`src/rtl/cndm_micro_rx_desc_fetch.sv`:
```
// ---------------------------------------------------------------------------
// cndm_micro_rx_desc_fetch
//
// RX descriptor fetch stage for the Corundum-micro datapath. Each desc_req
// pulse fetches one 16-byte descriptor from the host ring through the DMA
// read engine and presents it on axis_desc. tuser[0]=1 means "no descriptor"
// (queue disabled, ring empty, or DMA error) and carries all-zero tdata.
//
// The DMA engine deposits the descriptor through the segmented RAM write
// port. Only local bytes 0..15 (the descriptor buffer) are kept; all other
// writes are accepted and dropped.
//
// Optional build macro:
//   CNDM_DESC_FETCH_STATS_EN - adds saturating stat_empty_cnt_o and
//                              stat_err_cnt_o fail counters.
// ---------------------------------------------------------------------------
module cndm_micro_rx_desc_fetch #(
    parameter int ADDR_W     = 64,
    parameter int RAM_ADDR_W = 16,
    parameter int PTR_W      = 16,
    parameter int LEN_W      = 16,
    parameter int SEGS       = 2,
    parameter int SEG_DATA_W = 64,
    parameter int SEG_BE_W   = SEG_DATA_W / 8,
    parameter int SEG_ADDR_W = RAM_ADDR_W - $clog2(SEGS * SEG_BE_W)
) (
    input  logic                       clk,
    input  logic                       rst_n,

    // fetch request
    input  logic                       desc_req_i,

    // descriptor output stream
    output logic [127:0]               axis_desc_tdata_o,
    output logic                       axis_desc_tvalid_o,
    input  logic                       axis_desc_tready_i,
    output logic                       axis_desc_tlast_o,
    output logic [0:0]                 axis_desc_tuser_o,

    // DMA read request (host -> local)
    output logic [ADDR_W-1:0]          dma_rd_desc_req_src_addr_o,
    output logic [RAM_ADDR_W-1:0]      dma_rd_desc_req_dst_addr_o,
    output logic [LEN_W-1:0]           dma_rd_desc_req_len_o,
    output logic [0:0]                 dma_rd_desc_req_tag_o,
    output logic                       dma_rd_desc_req_valid_o,
    input  logic                       dma_rd_desc_req_ready_i,

    // DMA read status
    input  logic [0:0]                 dma_rd_desc_sts_tag_i,
    input  logic [3:0]                 dma_rd_desc_sts_error_i,
    input  logic                       dma_rd_desc_sts_valid_i,

    // local RAM write port, driven by the DMA engine
    input  logic [SEGS*SEG_BE_W-1:0]   dma_ram_wr_cmd_be_i,
    input  logic [SEGS*SEG_ADDR_W-1:0] dma_ram_wr_cmd_addr_i,
    input  logic [SEGS*SEG_DATA_W-1:0] dma_ram_wr_cmd_data_i,
    input  logic [SEGS-1:0]            dma_ram_wr_cmd_valid_i,
    output logic [SEGS-1:0]            dma_ram_wr_cmd_ready_o,
    output logic [SEGS-1:0]            dma_ram_wr_done_o,

    // queue control
    input  logic                       enable_i,
    input  logic [ADDR_W-1:0]          ring_base_i,
    input  logic [3:0]                 ring_log_size_i,
    input  logic [PTR_W-1:0]           prod_ptr_i,
    output logic [PTR_W-1:0]           cons_ptr_o
`ifdef CNDM_DESC_FETCH_STATS_EN
    ,
    output logic [31:0]                stat_empty_cnt_o,
    output logic [31:0]                stat_err_cnt_o
`endif
);

    // Byte offset width of one full RAM word (all segments side by side).
    localparam int WORD_SHIFT = $clog2(SEGS * SEG_BE_W);

    localparam logic [1:0] ST_IDLE     = 2'd0;
    localparam logic [1:0] ST_DMA_REQ  = 2'd1;
    localparam logic [1:0] ST_DMA_WAIT = 2'd2;
    localparam logic [1:0] ST_OUTPUT   = 2'd3;

    // -----------------------------------------------------------------------
    // Reset: asynchronous assertion, synchronous release
    // -----------------------------------------------------------------------
    logic [1:0] rst_sync_q;
    logic       rst_int_n;

    // Two-flop release synchroniser; assertion propagates immediately.
    always_ff @(posedge clk or negedge rst_n) begin
        if (!rst_n) begin
            rst_sync_q <= 2'b00;
        end else begin
            // NOTE: sequential state always uses non-blocking assignment so
            // every flop samples pre-edge values regardless of statement order.
            rst_sync_q <= {rst_sync_q[0], 1'b1};
        end
    end

    assign rst_int_n = rst_sync_q[1];

    // -----------------------------------------------------------------------
    // State
    // -----------------------------------------------------------------------
    logic [1:0]        state_q,        state_d;
    logic              pending_q,      pending_d;
    logic [PTR_W-1:0]  cons_ptr_q,     cons_ptr_d;
    logic              tvalid_q,       tvalid_d;
    logic [127:0]      tdata_q,        tdata_d;
    logic              tuser_q,        tuser_d;
    logic              req_valid_q,    req_valid_d;
    logic [ADDR_W-1:0] req_src_addr_q, req_src_addr_d;
    logic [SEGS-1:0]   wr_ready_q;
    logic [SEGS-1:0]   wr_done_q;
    logic [127:0]      desc_buf_q,     desc_buf_d;

    logic              ring_empty;
    logic [PTR_W-1:0]  ring_mask;
    logic [PTR_W-1:0]  ring_index;
    logic [SEGS-1:0]   wr_accept;
    logic [RAM_ADDR_W-1:0] byte_addr;

    assign ring_empty = (prod_ptr_i == cons_ptr_q);
    assign ring_mask  = (PTR_W'(1) << ring_log_size_i) - PTR_W'(1);
    assign ring_index = cons_ptr_q & ring_mask;
    assign wr_accept  = dma_ram_wr_cmd_valid_i & wr_ready_q;

    // The status tag is always 0 (single outstanding read), so it is unused.
    logic unused_sts_tag;
    assign unused_sts_tag = ^dma_rd_desc_sts_tag_i;

    // -----------------------------------------------------------------------
    // Descriptor buffer merge: byte-enable write of bytes 0..15 only
    // -----------------------------------------------------------------------
    always_comb begin
        // NOTE: every always_comb output gets a default first, so no path can
        // leave it unassigned and infer a latch.
        desc_buf_d = desc_buf_q;
        byte_addr  = '0;
        for (int s = 0; s < SEGS; s++) begin
            for (int b = 0; b < SEG_BE_W; b++) begin
                byte_addr = (RAM_ADDR_W'(dma_ram_wr_cmd_addr_i[s*SEG_ADDR_W +: SEG_ADDR_W])
                             << WORD_SHIFT) + RAM_ADDR_W'(s * SEG_BE_W + b);
                if (wr_accept[s] && dma_ram_wr_cmd_be_i[s*SEG_BE_W + b] &&
                    (byte_addr < RAM_ADDR_W'(16))) begin
                    desc_buf_d[byte_addr[3:0]*8 +: 8] =
                        dma_ram_wr_cmd_data_i[(s*SEG_BE_W + b)*8 +: 8];
                end
            end
        end
    end

    // Descriptor buffer storage.
    always_ff @(posedge clk) begin
        // NOTE: pure data storage is left without reset; its contents are
        // only forwarded after a DMA completion has overwritten them.
        desc_buf_q <= desc_buf_d;
    end

    // RAM write port handshake: always ready after reset, done one cycle
    // after each accepted beat.
    always_ff @(posedge clk or negedge rst_int_n) begin
        if (!rst_int_n) begin
            wr_ready_q <= '0;
            wr_done_q  <= '0;
        end else begin
            wr_ready_q <= '1;
            wr_done_q  <= wr_accept;
        end
    end

    // -----------------------------------------------------------------------
    // Fetch FSM next-state logic
    // -----------------------------------------------------------------------
    always_comb begin
        state_d        = state_q;
        pending_d      = pending_q | desc_req_i;
        cons_ptr_d     = cons_ptr_q;
        tvalid_d       = tvalid_q;
        tdata_d        = tdata_q;
        tuser_d        = tuser_q;
        req_valid_d    = req_valid_q;
        req_src_addr_d = req_src_addr_q;

        case (state_q)
            ST_IDLE: begin
                if (pending_q) begin
                    if (!enable_i || ring_empty) begin
                        tuser_d  = 1'b1;
                        tdata_d  = '0;
                        tvalid_d = 1'b1;
                        state_d  = ST_OUTPUT;
                    end else begin
                        // Base and ring size are captured here; later
                        // changes only affect the next fetch.
                        req_src_addr_d = ring_base_i + (ADDR_W'(ring_index) << 4);
                        req_valid_d    = 1'b1;
                        state_d        = ST_DMA_REQ;
                    end
                end
            end

            ST_DMA_REQ: begin
                if (dma_rd_desc_req_ready_i) begin
                    req_valid_d = 1'b0;
                    state_d     = ST_DMA_WAIT;
                end
            end

            ST_DMA_WAIT: begin
                if (dma_rd_desc_sts_valid_i) begin
                    if (dma_rd_desc_sts_error_i != 4'd0) begin
                        tuser_d = 1'b1;
                        tdata_d = '0;
                    end else begin
                        tuser_d    = 1'b0;
                        tdata_d    = desc_buf_q;
                        cons_ptr_d = cons_ptr_q + PTR_W'(1);
                    end
                    tvalid_d = 1'b1;
                    state_d  = ST_OUTPUT;
                end
            end

            ST_OUTPUT: begin
                if (axis_desc_tready_i) begin
                    tvalid_d  = 1'b0;
                    pending_d = 1'b0;
                    state_d   = ST_IDLE;
                end
            end

            default: begin
                state_d = ST_IDLE;
            end
        endcase
    end

    // Fetch FSM and output registers.
    always_ff @(posedge clk or negedge rst_int_n) begin
        if (!rst_int_n) begin
            state_q        <= ST_IDLE;
            pending_q      <= 1'b0;
            cons_ptr_q     <= '0;
            tvalid_q       <= 1'b0;
            tdata_q        <= '0;
            tuser_q        <= 1'b0;
            req_valid_q    <= 1'b0;
            req_src_addr_q <= '0;
        end else begin
            state_q        <= state_d;
            pending_q      <= pending_d;
            cons_ptr_q     <= cons_ptr_d;
            tvalid_q       <= tvalid_d;
            tdata_q        <= tdata_d;
            tuser_q        <= tuser_d;
            req_valid_q    <= req_valid_d;
            req_src_addr_q <= req_src_addr_d;
        end
    end

`ifdef CNDM_DESC_FETCH_STATS_EN
    // -----------------------------------------------------------------------
    // Fail statistics, counted on entry to OUTPUT
    // -----------------------------------------------------------------------
    logic [31:0] stat_empty_cnt_q;
    logic [31:0] stat_err_cnt_q;

    // Saturating counters for empty/disabled fails and DMA-error fails.
    always_ff @(posedge clk or negedge rst_int_n) begin
        if (!rst_int_n) begin
            stat_empty_cnt_q <= '0;
            stat_err_cnt_q   <= '0;
        end else begin
            if ((state_q == ST_IDLE) && (state_d == ST_OUTPUT) &&
                (stat_empty_cnt_q != '1)) begin
                stat_empty_cnt_q <= stat_empty_cnt_q + 32'd1;
            end
            if ((state_q == ST_DMA_WAIT) && (state_d == ST_OUTPUT) && tuser_d &&
                (stat_err_cnt_q != '1)) begin
                stat_err_cnt_q <= stat_err_cnt_q + 32'd1;
            end
        end
    end

    assign stat_empty_cnt_o = stat_empty_cnt_q;
    assign stat_err_cnt_o   = stat_err_cnt_q;
`endif

    // -----------------------------------------------------------------------
    // Outputs
    // -----------------------------------------------------------------------
    assign axis_desc_tdata_o  = tdata_q;
    assign axis_desc_tvalid_o = tvalid_q;
    assign axis_desc_tlast_o  = 1'b1;
    assign axis_desc_tuser_o  = tuser_q;

    assign dma_rd_desc_req_src_addr_o = req_src_addr_q;
    assign dma_rd_desc_req_dst_addr_o = '0;
    assign dma_rd_desc_req_len_o      = LEN_W'(16);
    assign dma_rd_desc_req_tag_o      = 1'b0;
    assign dma_rd_desc_req_valid_o    = req_valid_q;

    assign dma_ram_wr_cmd_ready_o = wr_ready_q;
    assign dma_ram_wr_done_o      = wr_done_q;

    assign cons_ptr_o = cons_ptr_q;

endmodule

```
`config.mk`:
```
export PLATFORM = sky130hd
export DESIGN_NAME = cndm_micro_rx_desc_fetch
export DESIGN_NICKNAME = d
export VERILOG_FILES = /design/src/rtl/cndm_micro_rx_desc_fetch.sv
export SDC_FILE = /design/constraint.sdc
export NUM_CORES = 1
export LEC_CHECK = 0
export CAP_MARGIN = 40
export CORE_AREA = 2 2 201 203
export DETAILED_ROUTE_END_ITERATION = 12
export DIE_AREA = 0 0 203 205
export GPL_ROUTABILITY_DRIVEN = 0
export PLACE_DENSITY = 0.7
export SYNTH_ARGS = -nofsm -noshare
export SYNTH_HDL_FRONTEND = slang
export SYNTH_SLANG_ARGS = --single-unit
```
`constraint.sdc`:
```
create_clock -name clk -period 8.8 [get_ports clk]
set_input_delay 1.76 -clock clk [delete_from_list [all_inputs] [get_ports clk]]
set_output_delay 1.76 -clock clk [all_outputs]
set_load 0.02 [all_outputs]
```
**Word level (Yosys, flattened, before mapping)**

Cells that the tools add are included.

- Register bits: 347
- Output and inout port bits: 249

- Bitwise logic cells: 5
- Mux-type cells: 56
- Add/sub/neg operators: 33
- Equal/unequal tests: 10
- $lt $le $gt $ge: 16
- Reductions and logical operators: 45
- Shift operators: 31

Operator list:

| cell | number |
|---|---|
| $mux W128 | 19 |
| $bwmux W128 | 15 |
| $shift A8 B34 Y128 const A | 15 |
| $shiftx A8 B34 Y128 | 15 |
| $neg A7 Y34 | 15 |
| $lt A16 B5 Y1 const B | 16 |
| $pmux W128 S2 | 1 |
| $add A16 B4 Y16 const B | 8 |
| $add A16 B3 Y16 const B | 4 |
| $add A64 B20 Y64 | 1 |
| $add A16 B1 Y16 const B | 2 |
| $add A16 B2 Y16 const B | 2 |
| $logic_and A1 B1 Y1 | 32 |
| $and A16 B16 Y16 | 1 |
| $eq A16 B16 Y1 | 1 |
| $shl A1 B4 Y16 const A | 1 |
| $sub A16 B2 Y16 const B | 1 |
| $ne A2 B2 Y1 const B | 6 |
| $reduce_and A4 Y1 | 3 |
| $mux W1 | 11 |
| $mux W2 | 5 |
| $mux W8 | 1 |
| $pmux W2 S4 | 1 |
| $reduce_and A3 Y1 | 2 |
| 14 further kinds | 18 |

**Logic depth before layout (Yosys ltp)**

Gate-level depths: netlist of run 1.

- Depth after elaboration: 34
- Mapped depth: 19
- Depth with buffers taken out: 16

**Worst setup path after synthesis of run 1**

No wires, ideal clock.

- Path kind: input port to flip-flop
- Start point: input ring_log_size_i[1]
- End point: register req_src_addr_q[45], in the netlist dma_rd_desc_req_src_addr_o[45]
- Setup slack: 3.676 ns
- Buffers on the path: 3
- Required time: 8.670 ns
- Setup time: 0.130 ns
- Arrival: 4.994 ns
- Cell stages on the path: 19
- Cell sequence: clkbuf_1 inv_1 nand3_1 ha_1 inv_1 nand2_1 a2bb2oi_1 o32ai_1 and2_1 ha_1 clkbuf_1 o21a_1 a2111oi_0 or3_1 o31a_1 clkbuf_1 nor4b_1 xnor2_1 o21ai_1

- Word-level cells in the longest chain between the ends: 4

RTL lines:

| item | RTL line | RTL |
|---|---|---|
| start: declaration | 64 | `input logic [3:0] ring_log_size_i,` |
| $shl A1 B4 Y16 | 123 | `assign ring_mask = (PTR_W'(1) << ring_log_size_i) - PTR_W'(1);` |
| $sub A16 B2 Y16 | 123 |  |
| $and A16 B16 Y16 | 124 | `assign ring_index = cons_ptr_q & ring_mask;` |
| $add A64 B20 Y64 | 195 | `req_src_addr_d = ring_base_i + (ADDR_W'(ring_index) << 4);` |
| end signal: assignment | 257 | `req_src_addr_q <= req_src_addr_d;` |
| end: declaration | 111 | `logic [ADDR_W-1:0] req_src_addr_q, req_src_addr_d;` |

No other way between the ends.
A chain may end at the register's enable or synchronous reset.

**Final worst setup path of run 1**

- Start point: input ring_log_size_i[3]
- End point: register req_src_addr_q[45], in the netlist dma_rd_desc_req_src_addr_o[45]

The elaborated chain is that of the path after synthesis.

==> results, run 1 <==
- Port buffering added ~480 buffers.
- The worst voltage drop across the vdd grid is roughly 0.15 mV.
- After detailed routing, the total wire length is roughly 46,000 um.
- The routed length per placed instance is 18.97 um.
- The finished layout holds 2,427 standard cells, fillers aside.
- In the routed design, unresolved DRC markers number 0.
- The average cell area after synthesis is 10.71 um2.
- The cell type group with the largest total delay on the critical path is simple AND/OR/NAND/NOR gates.
- The static power due to leakage is between 8 and 9 nW.
- In the finished design, the share of the clock period the worst path needs comes to 63.02%.
- The maximum number of pins on one net before global-route repair is 104.
- Buffers added to address setup during post-CTS repair amount to 0.
- The number of cells after detailed placement is approximately 2,400.
- The initial utilization of the core area, before any placement, comes to between 30% and 40%.
- The floorplan step set the die width to 203 um.
- The clock tree from TritonCTS is done.
- The run finished with clean final reports.
- Before antenna repair, the detailed router went through 5 iterations.
- The total number of vias is around 12,000.
- In this run the clock root is driven by a clkbuf_16.
- The synthesized flop and latch total is 347.
- The total global-route track usage is 21.97%.
- Static timing analysis puts the maximum clock frequency at 180.3 MHz.
- Power spread over the standard cell area amounts to 230.2 nW/um2.
- In this run, CTS created clock tree buffers numbering 38.
- The via count of the first global-routing pass was 12,120.
- Between clock sinks in the finished design, the worst skew comes to around 0.017 ns.
- Setup slack on the worst reg-to-reg path comes out at 5.44 ns.
- The worst setup path is of the in2reg kind.
- Of the synthesized area, sequential elements account for 62.07%.
- For this run, global-route usage on met1 was measured as 24.93%.
- The row count is 73.
- The first global-routing pass estimated 69,680 um of wire.
- The delay contributed by the slowest stage of the critical path is 0.63 ns.
- The slowest stage of the critical path is the clkdlybuf4s50_1 cell.
- In this run the biggest area consumer among cell types represents 36.48% of the synthesized area.
- The buffering stage count on the worst path with inverters included is 3.
- Setup violations remaining at the end of the flow were counted as 0.
- The instance count of the mapped netlist is around 1,400.
- The tightest min-delay check is of the reg2async type.
- The count of antenna-violating nets left after detailed routing is 0.
- The initial antenna violation count is 3.
- No sink is reached through more buffers than the 3 on the longest clock path.
- Counting every sink on the clock net gives about 350.
- Global routing used roughly 7.4% of the available met3 tracks.
- At the worst endpoint, the required time is 9.22 ns.
- Subtracting the final worst setup slack from the clock period gives 5.546 ns.
- For this design, the CTS-stage hold fixing added 0 buffers.
- The cell repeated most along the worst path is nand3_1.
- By area the synthesized netlist is led by dfrtp_1 (36%), edfxtp_1 (26%), nand2_1 (9.0%), o21ai_0 (6.1%), xnor2_1 (3.6%).
- 515 I/O pins were placed.
- The cell area after technology mapping is about 15,000 um2.
- Relative to the synthesized area, the layout overhead comes to 43.44%.
- Of all cell types, the one taking the most synthesized area is dfrtp_1.
- The remaining global-route overflow is 0.
- The die outline area is 41,620 um2.
- The most instantiated flip-flop cell in the synthesis netlist is dfrtp_1.
- At the end of the flow the core is filled with cells to 54.73%.
- The worst relative slew slack is a little under half.
- In this run, synthesis inferred 128 flip-flops with an integrated enable.
- The post-synthesis cell type count is 59.
- The vertical die dimension is 205 um.
- For this run, global-route usage on met2 was measured as 39.70%.
- The tool flagged a number of max-cap violations equal to 0.
- The endpoint identified for the worst register-to-register timing path is dma_rd_desc_req_src_addr_o[42].
- Setup repair after global routing left no endpoint under its margin.
- Clock-pin slew was measured on the worst setup and hold paths at 0.06 ns.
- The clock latency of the later-clocked register in the worst-skew pair is 0.56 ns.
- After clock tree synthesis, the repair step resized 0 gates.
- The region available for standard cell placement spans roughly 40,000 um2.
- The post-route netlist has 4.895% of its cells at a drive strength greater than 1.
- Of all nets on the critical path, the largest fanout is 21.
- Traced cell by cell, the critical path runs through clkdlybuf4s50_1 -> nor2_1 -> nand3_1 -> ha_1 -> inv_1 -> nand2_1 -> o21ai_0 -> nand3_1 -> a21boi_0 -> ha_1 -> nand3_1 -> o2bb2ai_1 -> a211oi_1 -> o31a_1 -> buf_8 -> nor4b_1 -> xnor2_1 -> o21ai_1.
- During synthesis, Yosys emitted a total of 0 warnings.
- The count of nets after finishing is 2,160.
- The kind of launch point of the worst setup path is an input port.
- The number of vias per cell is 4.899.
- The worst setup path is captured at a register.
- The half-perimeter wire length after placement is about 35,000 um.
- The max-slew violation count was 0.
- Power comes to slightly below 5 mW.
- The layer with the highest usage after global routing is met2.
- The detailed router finished its first iteration with 591 violations.
- The post-synthesis async set-or-reset flop share is 63.11%.
- The number of hold violations in the final report is 0.
- The transition time at the pin with the least slew margin is 0.7891 ns.
- For the worst setup path, the data arrival time is 5.96 ns.
- For the worst flop-to-flop path, the logic depth is 11.
- The number of levels in the clock H-tree is 2.
- The startpoint identified for the worst register-to-register timing path is cons_ptr_o[0].
- The sum of negative setup slack is 0 ns.
## state kept, by name, summed over array words and instances, names as in the netlist
| register | count |
|---|---|
| dma_ram_wr_cmd_ready_o | 1 |
| axis_desc_tvalid_o | 1 |
| state_q | 2 |
| desc_buf_q | 128 |
| rst_sync_q | 2 |
| dma_rd_desc_req_src_addr_o | 64 |
| pending_q | 1 |
| axis_desc_tuser_o | 1 |
| cons_ptr_o | 16 |
| dma_rd_desc_req_valid_o | 1 |
| axis_desc_tdata_o | 128 |
| dma_ram_wr_done_o | 2 |
## report_power, final
group          switching [mW]  leakage (nW)  total [mW]  internal, mW
Combinational           0.838          3.72        1.42         0.584
Sequential              0.117          4.10        1.98          1.86
Clock                   0.681         0.602        1.56         0.880
## cells in the mapped netlist (3+ instances only)
cell	n
xnor2_1	62
a211oi_1	10
ha_1	22
o2111ai_1	3
clkbuf_1	49
edfxtp_1	128
nor3_1	11
a21boi_1	3
xor2_1	28
nor2b_1	6
or3_1	3
o21ai_1	13
a2bb2oi_1	3
nand3_1	24
nor4_1	21
o221ai_1	4
mux2_2	8
buf_4	35
and2_1	26
nor2_1	33
and4_1	6
o21ai_0	184
inv_1	21
a21o_1	6
buf_2	15
and3_1	17
dfrtp_1	219
nand2b_1	4
nand4_1	14
a21oi_1	26
nand2_1	360
buf_1	3
## layer usage
layer	vias up	routed length (um)
li1	5697	-
met1	5661	17380
met2	474	23630
met3	55	4121
met4	4	895
met5	-	26
## stage by stage
step           setup WS [ns]  area [um2]  hold WS [ns]
2_1_floorplan          2.245       15150        0.3312
3_3_place_gp           2.383       20160        0.3396
3_5_place_dp           2.649       20310        0.3353
4_1_cts                3.201       21530        0.3468
5_1_grt                2.965       21540        0.3641
6_report               3.254       21550        0.3128
## final cells by class
| type | instances | area (um2) |
|---|---|---|
| Clock buffer | 49 | 1042 |
| Fill cell | 3387 | 17820 |
| Sequential cell | 347 | 9328 |
| Clock inverter | 20 | 177.7 |
| Antenna cell | 2 | 5.005 |
| Multi-Input combinational cell | 967 | 5238 |
| Timing Repair Buffer | 496 | 5020 |
| Inverter | 21 | 78.83 |
| Tap cell | 525 | 656.9 |
## worst max path at each step
stage                             startpoint                              to  slack (ns)  depth (start not counted)
final                     ring_log_size_i[3]  dma_rd_desc_req_src_addr_o[45]        3.25                         18
after global routing      ring_log_size_i[3]  dma_rd_desc_req_src_addr_o[42]        2.97                         16
after CTS                 ring_log_size_i[3]  dma_rd_desc_req_src_addr_o[54]        3.20                         16
after detailed placement  ring_log_size_i[3]  dma_rd_desc_req_src_addr_o[54]        2.65                         16
after global placement    ring_log_size_i[3]  dma_rd_desc_req_src_addr_o[27]        2.38                         17
after floorplan                rst_sync_q[1]            axis_desc_tdata_o[0]        2.25                          0
## cells by family (layout without fill, tap and decap cells)
group	count (synthesis)	in the layout	share of synthesized area (%)
compound gates	275	275	10.20
xor+xnor	90	90	5.248
fa+ha+maj	23	23	1.966
buf+inv	124	586	4.148
flops	347	347	62.07
mux	9	9	0.6664
other cells	2	39	0.05000
simple gates	533	533	15.65
## cells in the final DEF (no fill, tap or decap), types with 6 or more instances in the layout
cell	instances
xor2_1	28
and3_1	17
conb_1	37
ha_1	22
o21ai_1	13
clkbuf_16	38
nor2_1	32
nor4_1	21
nor3_1	11
nand2_1	359
nand3_1	24
and4_1	6
a21oi_1	26
clkbuf_1	6
inv_1	21
clkinv_2	8
clkdlybuf4s50_1	479
o21ai_0	184
edfxtp_1	128
a21o_1	6
dfrtp_1	218
a211oi_1	10
nand4_1	14
and2_1	26
buf_4	10
xnor2_1	62
mux2_2	8
nor2b_1	6
No activity file was read; power rests on OpenSTA's default activity.
==> inputs of run 2 (changes only) <==
Settings changed: PLACE_DENSITY 0.7 to 0.73.
Clock period 8.8 ns to 5 ns, I/O delays scaled along.
==> run 2 against run 1 <==
  * Highest routed layer unchanged
  * Clock skew up 0.011 ns
  * Routed wire length down 2.7%
  * Critical path depth unchanged
  * Register-to-register slack worse by 3.7 ns
  * First-iteration DRC count up 5.1%
  * Clock-buffer cell count up 6
  * Sequential share of layout area down 0.085 points
  * Utilization up 0.11 points
  * Die area unchanged
  * Largest power group unchanged
==> results, run 2 (synthesis results as in run 1) <==
- The flow ran to the end, and the final reports show no timing, DRC or antenna violations.
- The row count is 73 (unchanged).
- The core box area is 39,370 um2 (unchanged).
- The total number of vias is 11,900 (+0.076%).
- The depth of the worst register-to-register path is 12 (+1).
- The width of the chip came to 203 um (unchanged).
- The share of post-route cells with drive strength above 1 is 4.834% (-0.060 points).
- The sum of negative setup slack came to 0 ns (unchanged).
- The required arrival time at the worst endpoint is 5.38 ns (-3.84 ns).
- The clock skew after layout is 0.02784 ns (+0.01071 ns).
- The data arrival time of the worst path came to 4.73 ns (-1.23 ns).
- The transition time at the pin with the least slew margin is 0.9276 ns (+0.1385 ns).
- The most common library cell in the layout ignoring fill and taps is clkdlybuf4s50_1.
- The core utilization of the finished layout is 54.84% (+0.11 points).
- The number of cells after detailed placement is 2,359 (+0.17%).
- The DRC violations left is 0 (unchanged).
- The wire length of the first global-routing pass is 68,080 um (-2.3%).
- The vertical die dimension is 205 um (unchanged).
- The number of buffer cells added on primary ports is 479 (unchanged).
- The clock tree from TritonCTS is done.
- By startpoint and endpoint, the worst setup path is classified as in2reg.
- The count of antenna-violating nets left after detailed routing was 0 (unchanged).
- The largest fanout on the critical path is 21 (unchanged).
- The worst hold path begins at rst_sync_q[0].
- The post-cts repair resize count is 0 (unchanged).
- The maximum root-to-sink buffer count is 3 (unchanged).
- The via count of the first global-routing pass is 12,280 (+1.3%).
- The final period demand of the worst path is 4.358 ns.
- The violation count after the first detailed-route iteration is 621 (+5.1%).
- The final routed wirelength across all metal layers is 44,800 um (-2.7%).
- The number of hold violations in the final report is 0 (unchanged).
- The max-slew violation count came to 0 (unchanged).
- The worst setup path is launched from an input port.
- The tree is rooted in a clkbuf_16.
- The initial antenna violation count is 5 (+2).
- The final cycle utilization of the critical path is 87.15%.
- The nature of the critical path endpoint is a register.
- The number of CTS-inserted buffers came to 38 (unchanged).
- The die outline area is 41,620 um2 (unchanged).
- The library cells used most frequently in the layout, excluding fill and tap cells, are clkdlybuf4s50_1 (479), nand2_1 (359), dfrtp_1 (218).
- Counting instances, the worst hold path has a depth of 0.
- The cell area power density is 407.3 nW/um2 (+77%).
- Setup repair after global routing left no endpoint under its margin.
- Traced cell by cell, the critical path runs through clkdlybuf4s50_1 -> nor2_1 -> nand3_1 -> ha_1 -> inv_1 -> nand2_1 -> o21ai_0 -> nand3_1 -> a21boi_0 -> ha_1 -> nand3_1 -> o2bb2ai_1 -> a211oi_1 -> o31a_1 -> buf_12 -> nand4b_1 -> xor2_1 -> o21ai_0.
- The path class of the tightest hold or removal check is reg2reg.
- The number of vias per cell is 4.895 (about the same).
- The maximum number of pins on one net before global-route repair is 132 (+27%).
- The post-CTS repair timing setup buffer count is 0 (unchanged).
- The worst relative slew slack is 38.16% (-8.7 points).
- The half-perimeter wire length after placement is 33,630 um (-3.8%).
- The post-route worst hold slack is 0.3563 ns (+0.04350 ns).
- The starting density of the core is 38.16% (unchanged).
- The static power due to leakage came to 8.439 nW (+0.19%).
- The total power draw is 8.792 mW (+77%).
- Among all stages on the critical path, the largest delay is contributed by clkdlybuf4s50_1.
- The clock latency of the later-clocked register in the worst-skew pair was 0.56 ns (about the same).
- The number of cells in the finished layout apart from fillers is 2,431 (+0.16%).
- The startpoint identified for the worst register-to-register timing path is cons_ptr_o[0].
- The delay contributed by the slowest stage of the critical path is 0.45 ns (-0.18 ns).
- The setup-violating endpoint count in the final report is 0 (unchanged).
- The routed length per placed instance was 18.43 um (-2.9%).
- The clock-pin slew reported for the worst setup and hold paths after clock tree synthesis is 0.06 ns (about the same).
- The cell repeated most along the worst path is nand3_1.
- The achievable frequency is 229.5 MHz.
- The number of maximum-capacitance constraint violations was 0 (unchanged).
- The remaining global-route overflow is 0 (unchanged).
- The count of hold-fix buffers inserted at cts is 0 (unchanged).
- The total clock sinks is 347 (unchanged).
- The worst hold path terminates at rst_sync_q[1].
- The number of ports placed on the die boundary was 515 (unchanged).
- The number of levels in the clock H-tree came to 2 (unchanged).
- The worst flop-to-flop path endpoint is dma_rd_desc_req_src_addr_o[50].
- The total global-route track usage is 21.21% (-0.76 points).
- The register-to-register setup slack is 1.79 ns (-3.65 ns).
- The number of search-and-repair iterations in the first detailed-routing pass is 5 (unchanged).
- The worst voltage drop across the vdd grid is 0.3840 mV (+160%).
- The count of nets after finishing is 2,163 (+0.14%).
- The synthesis-to-layout area growth is 43.72%.
[run 2: layout make-up]
| cell class | instances | area [um2] |
|---|---|---|
| fill | 3320 | 17780 |
| sequential | 347 | 9328 |
| multi-input combinational | 967 | 5238 |
| timing repair buffer | 499 | 5007 |
| clock buffer | 55 | 1055 |
| tap | 525 | 656.9 |
| clock inverter | 14 | 217.7 |
| inverter | 21 | 78.83 |
| antenna | 3 | 7.507 |
[run 2: per-stage QoR]
stage               cell area [um2]  setup slack [ns]
global route                  21580            0.3270
floorplan                     15150            0.6365
detailed placement            20310            0.1293
finish                        21590            0.6423
CTS                           21580            0.6993
global placement              20310            0.2147
[run 2: power by group]
part / total (mW) / switching, mW / leakage [nW] / internal (mW)
Combinational: 2.44 / 1.44 / 3.72 / 1.01
Clock: 2.87 / 1.17 / 0.621 / 1.70
Sequential: 3.48 / 0.206 / 4.10 / 3.28
Total: 8.79 / 2.82 / 8.44 / 5.98
[run 2: worst max path at each step]
stage / start / to / cells past startpoint
6_report: ring_log_size_i[3] / dma_rd_desc_req_src_addr_o[27] / 18
3_5_place_dp: ring_log_size_i[3] / dma_rd_desc_req_src_addr_o[45] / 18
5_1_grt: ring_log_size_i[3] / dma_rd_desc_req_src_addr_o[27] / 18
2_1_floorplan: ring_log_size_i[1] / dma_rd_desc_req_src_addr_o[45] / 19
4_1_cts: ring_log_size_i[3] / dma_rd_desc_req_src_addr_o[27] / 18
3_3_place_gp: ring_log_size_i[3] / dma_rd_desc_req_src_addr_o[27] / 18
[run 2: routing by layer]
layer  GRT usage [%]  routed length (um)  up-vias
met1           23.29               16450     5646
met2           38.23               22870      479
met5               0                  44        -
li1                -                   -     5695
met3           7.572                4205       74
met4           6.726                1231        6
[run 2: worst max-delay path: cells and delay by family]
kind | cells | cell delay (ns)
XOR/XNOR | 1 | 0.19
adder cells (fa/ha/maj) | 2 | 0.56
buffers and inverters | 3 | 0.70
AO/OA/AOI/OAI | 6 | 1.29
AND/OR/NAND/NOR | 6 | 0.98
==> inputs of run 3 (changes only) <==
Settings changed: ABC_AREA set to 1, CORE_AREA 2 2 201 203 to unset, CORE_MARGIN set to 2, CORE_UTILIZATION set to 43, DIE_AREA 0 0 203 205 to unset, PLACE_DENSITY 0.73 to 0.78.
==> run 3 against run 2 <==
  * Final cell count increased by 22%
  * Via count is 24% higher
  * Clock skew down 0.0017 ns
  * Largest cell class unchanged
  * Worst hold slack improved by 0.0099 ns
  * Die area fell by 2.4%
  * Fmax increased by 2.6%
  * Clock-buffer cell count grew 1
  * Global-route usage up 3.7 points
  * Worst setup slack better by 0.11 ns
  * Combinational power up 24%
  * Power is 5.2% higher
  * Highest routed layer unchanged
  * Clock power down 6%
==> results, run 3 <==
- The final cycle utilization of the critical path is 84.92% (-2.2 points).
- The achievable frequency was 235.5 MHz (+2.6%).
- The fraction of synthesized cell area taken by the top area cell type came to 32.67% (-3.8 points).
- The yosys synthesis warning count is 0 (unchanged).
- The wire length of the first global-routing pass came to 79,350 um (+17%).
- The width of the chip is 201.5 um (-0.73%).
- The initial antenna violation count is 9 (+4).
- Among all cell types in the netlist, the one instantiated most often is nand2_1.
- The total power draw came to 9.246 mW (+5.2%).
- The required arrival time at the worst endpoint came to 5.44 ns (+0.06 ns).
- The vertical die dimension is 201.5 um (-1.7%).
- The number of hold violations in the final report is 0 (unchanged).
- The row count is 72 (-1.4%).
- The static power due to leakage is 9.874 nW (+17%).
- The routed length per placed instance is 17.13 um (-7.0%).
- The total internal power is 5.983 mW (+0.10%).
- The die outline area came to 40,610 um2 (-2.4%).
- The post-synthesis cell type count was 41 (-31%).
- The final routed wirelength across all metal layers is 50,790 um (+13%).
- The count of nets after finishing is 2,701 (+25%).
- The count of hold-fix buffers inserted at cts came to 0 (unchanged).
- The cell area after technology mapping is 16,770 um2 (+12%).
- The root buffer cell is clkbuf_16.
- The post-CTS repair timing setup buffer count is 0 (unchanged).
- The most instantiated flip-flop cell in the synthesis netlist is dfrtp_1.
- The number of search-and-repair iterations in the first detailed-routing pass is 8 (+3).
- The number of vias per cell is 4.981 (+1.8%).
- The number of buffer cells added on primary ports is 479 (unchanged).
- The average cell area after synthesis is 8.633 um2 (-19%).
- The clock latency of the later-clocked register in the worst-skew pair came to 0.56 ns (about the same).
- The number of maximum-capacitance constraint violations came to 0 (unchanged).
- The instance count of the mapped netlist was 1,943 (+38%).
- The via count of the first global-routing pass came to 14,860 (+21%).
- The max-slew violation count is 0 (unchanged).
- The clock-pin slew reported for the worst setup and hold paths after clock tree synthesis came to 0.06 ns (about the same).
- The sequential share of power is 38.1% (-1.5 points).
- The library cell used most frequently in the layout, excluding fill and tap cells, is nand2_1.
- The number of fill cells in the layout came to 3,276 (-1.3%).
- After synthesis, the cell types taking the most area are dfrtp_1 (33%), edfxtp_1 (23%), nand2_1 (16%), nand3_1 (4.7%), inv_1 (4.0%).
- TritonCTS built the clock tree.
- The sequential fraction of the synthesis area is 55.58% (-6.5 points).
- The DRC violations left is 0 (unchanged).
- The clock skew after layout was 0.02618 ns (-0.001665 ns).
- The largest fanout on the critical path came to 11 (-48%).
- The violation count after the first detailed-route iteration is 975 (+57%).
- The starting density of the core is 43.51% (+5.4 points).
- The worst-case setup slack after placement is 0.3013 ns (+0.1720 ns).
- The register-to-register setup slack is 1.90 ns (+0.11 ns).
- The maximum number of pins on one net before global-route repair came to 111 (-16%).
- The total number of vias is 14,770 (+24%).
- The final standard cell area without fillers was 23,000 um2 (+6.5%).
- The half-perimeter wire length after placement is 38,060 um (+13%).
- The worst setup path is launched from an input port.
- The data arrival time of the worst path is 4.68 ns (-0.05 ns).
- The worst relative slew slack is 40.06% (+1.9 points).
- The leading area contributor after synthesis is dfrtp_1.
- The placement-stage cell area is 21,800 um2 (+7.3%).
- The final period demand of the worst path is 4.246 ns (-0.1116 ns).
- The power share of the clock group is 29.2% (-3.4 points).
- The nature of the critical path endpoint is a register.
- Leaving out fill and tap cells, the most frequent cells in the layout are nand2_1 (700), clkdlybuf4s50_1 (479), dfrtp_1 (218).
- The total clock sinks was 347 (unchanged).
- The synthesis-to-layout area growth is 37.10%.
- The worst-case setup margin in the final layout is 0.7539 ns (+0.1116 ns).
- The worst voltage drop across the vdd grid is 0.3067 mV (-20%).
- The post-route worst hold slack is 0.3662 ns (+0.009906 ns).
- The post-cts repair resize count is 0 (unchanged).
- The fraction of power spent switching nets came to 35.29% (+3.3 points).
- The core box area is 38,560 um2 (-2.1%).
- The post-synthesis async set-or-reset flop share was 63.11% (unchanged).
- The maximum root-to-sink buffer count came to 3 (unchanged).
- Ranked by instance count, the synthesized netlist is headed by nand2_1 (700), dfrtp_1 (219), inv_1 (179).
- The critical setup path kind is in2reg.
- The number of CTS-inserted buffers is 38 (unchanged).
- The transition time at the pin with the least slew margin was 0.8958 ns (-0.03178 ns).
- Setup repair after global routing left no endpoint under its margin.
- The number of cells after detailed placement is 2,890 (+23%).
- The remaining global-route overflow is 0 (unchanged).
- The synthesized flop and latch total is 347 (unchanged).
- The number of enable-type register cells in the synthesized netlist is 128 (unchanged).
- The number of levels in the clock H-tree is 2 (unchanged).
- The setup-violating endpoint count in the final report was 0 (unchanged).
- The number of ports placed on the die boundary is 515 (unchanged).
- The run finished with clean final reports.
- The core utilization of the finished layout is 59.65% (+4.8 points).
- The share of post-route cells with drive strength above 1 came to 4.261% (-0.57 points).
- The number of cells in the finished layout apart from fillers is 2,965 (+22%).
- The logic gate share of total power is 32.7% (+4.9 points).
- The total global-route track usage is 24.87% (+3.7 points).
- The min-delay analysis places its worst path in the category reg2reg.
- The count of antenna-violating nets left after detailed routing is 0 (unchanged).
- The sum of negative setup slack is 0 ns (unchanged).
- The cell area power density is 402.0 nW/um2 (-1.3%).
- The power dissipated by switching net loads is 3.263 mW (+16%).
==> run 3: final timing paths <==
check,from,end,cells past startpoint
worst max-delay path,ring_log_size_i[3],dma_rd_desc_req_src_addr_o[31],23
worst min-delay path,rst_sync_q[0],rst_sync_q[1],0
worst max register to register,state_q[0],axis_desc_tdata_o[40],10
worst min register to register,rst_sync_q[0],rst_sync_q[1],0
max in group asynchronous,rst_sync_q[1],dma_rd_desc_req_src_addr_o[14],1
min in group asynchronous,rst_sync_q[1],axis_desc_tdata_o[110],0
==> run 3: per-layer routing <==
layer  routed length (um)  vias up  share of wire, %  track usage, %
li1                     -     7106                 -               -
met1                18700     6891                37           27.87
met2                25270      629                50           43.45
met3                 4669      138               9.2           7.791
met4                 2115        6               4.2           11.08
met5                   40        -             0.079               0
==> run 3: worst max-delay path, stage by stage <==
cell and delay [ns]:
clkdlybuf4s50_1 0.70, inv_1 0.22, nand4_1 0.15, ha_1 0.20
nand2_1 0.15, inv_1 0.16, o21ai_0 0.17, o22ai_1 0.17
nand2_1 0.08, nor2_1 0.16, ha_1 0.30, nand2_1 0.13
inv_1 0.04, nand2_1 0.06, nand2_1 0.09, inv_1 0.06
nand3_1 0.18, nand2_1 0.12, nand2_1 0.20, nor2_1 0.14
nor2_1 0.05, nand2_1 0.09, nand2_1 0.05
==> run 3: final cells by class <==
cell class              instances  area, um2  area share (%)
flip-flops and latches        347       9328           40.56
multi-input cells            1349       6200           26.96
repair buffers                492       4930           21.44
clock buffers                  56       1059           4.603
inverters                     184      690.7           3.003
well taps                     518      648.1           2.818
clock inverters                13      128.9          0.5604
diodes                          6      15.01         0.06528
==> run 3: power by group through the flow <==
stage / Clock (mW) / Combinational (mW) / Sequential [mW]
after CTS: 2.75 / 3.04 / 3.53
after detailed placement: 0 / 3.02 / 3.57
after global routing: 2.86 / 3.28 / 3.57
after global placement: 0 / 2.95 / 3.57
final: 2.70 / 3.02 / 3.53
after floorplan: 0 / 1.60 / 3.95
==> run 3: cell families (layout without fill, tap and decap cells) <==
kind of cell	count (synthesis)	after routing	share of synthesized area, %
compound gates	180	180	6.168
xor+xnor	41	41	2.141
fa+ha+maj	23	23	1.760
buf+inv	282	745	8.257
flops	347	347	55.58
other cells	2	43	0.04477
simple gates	1068	1068	26.05
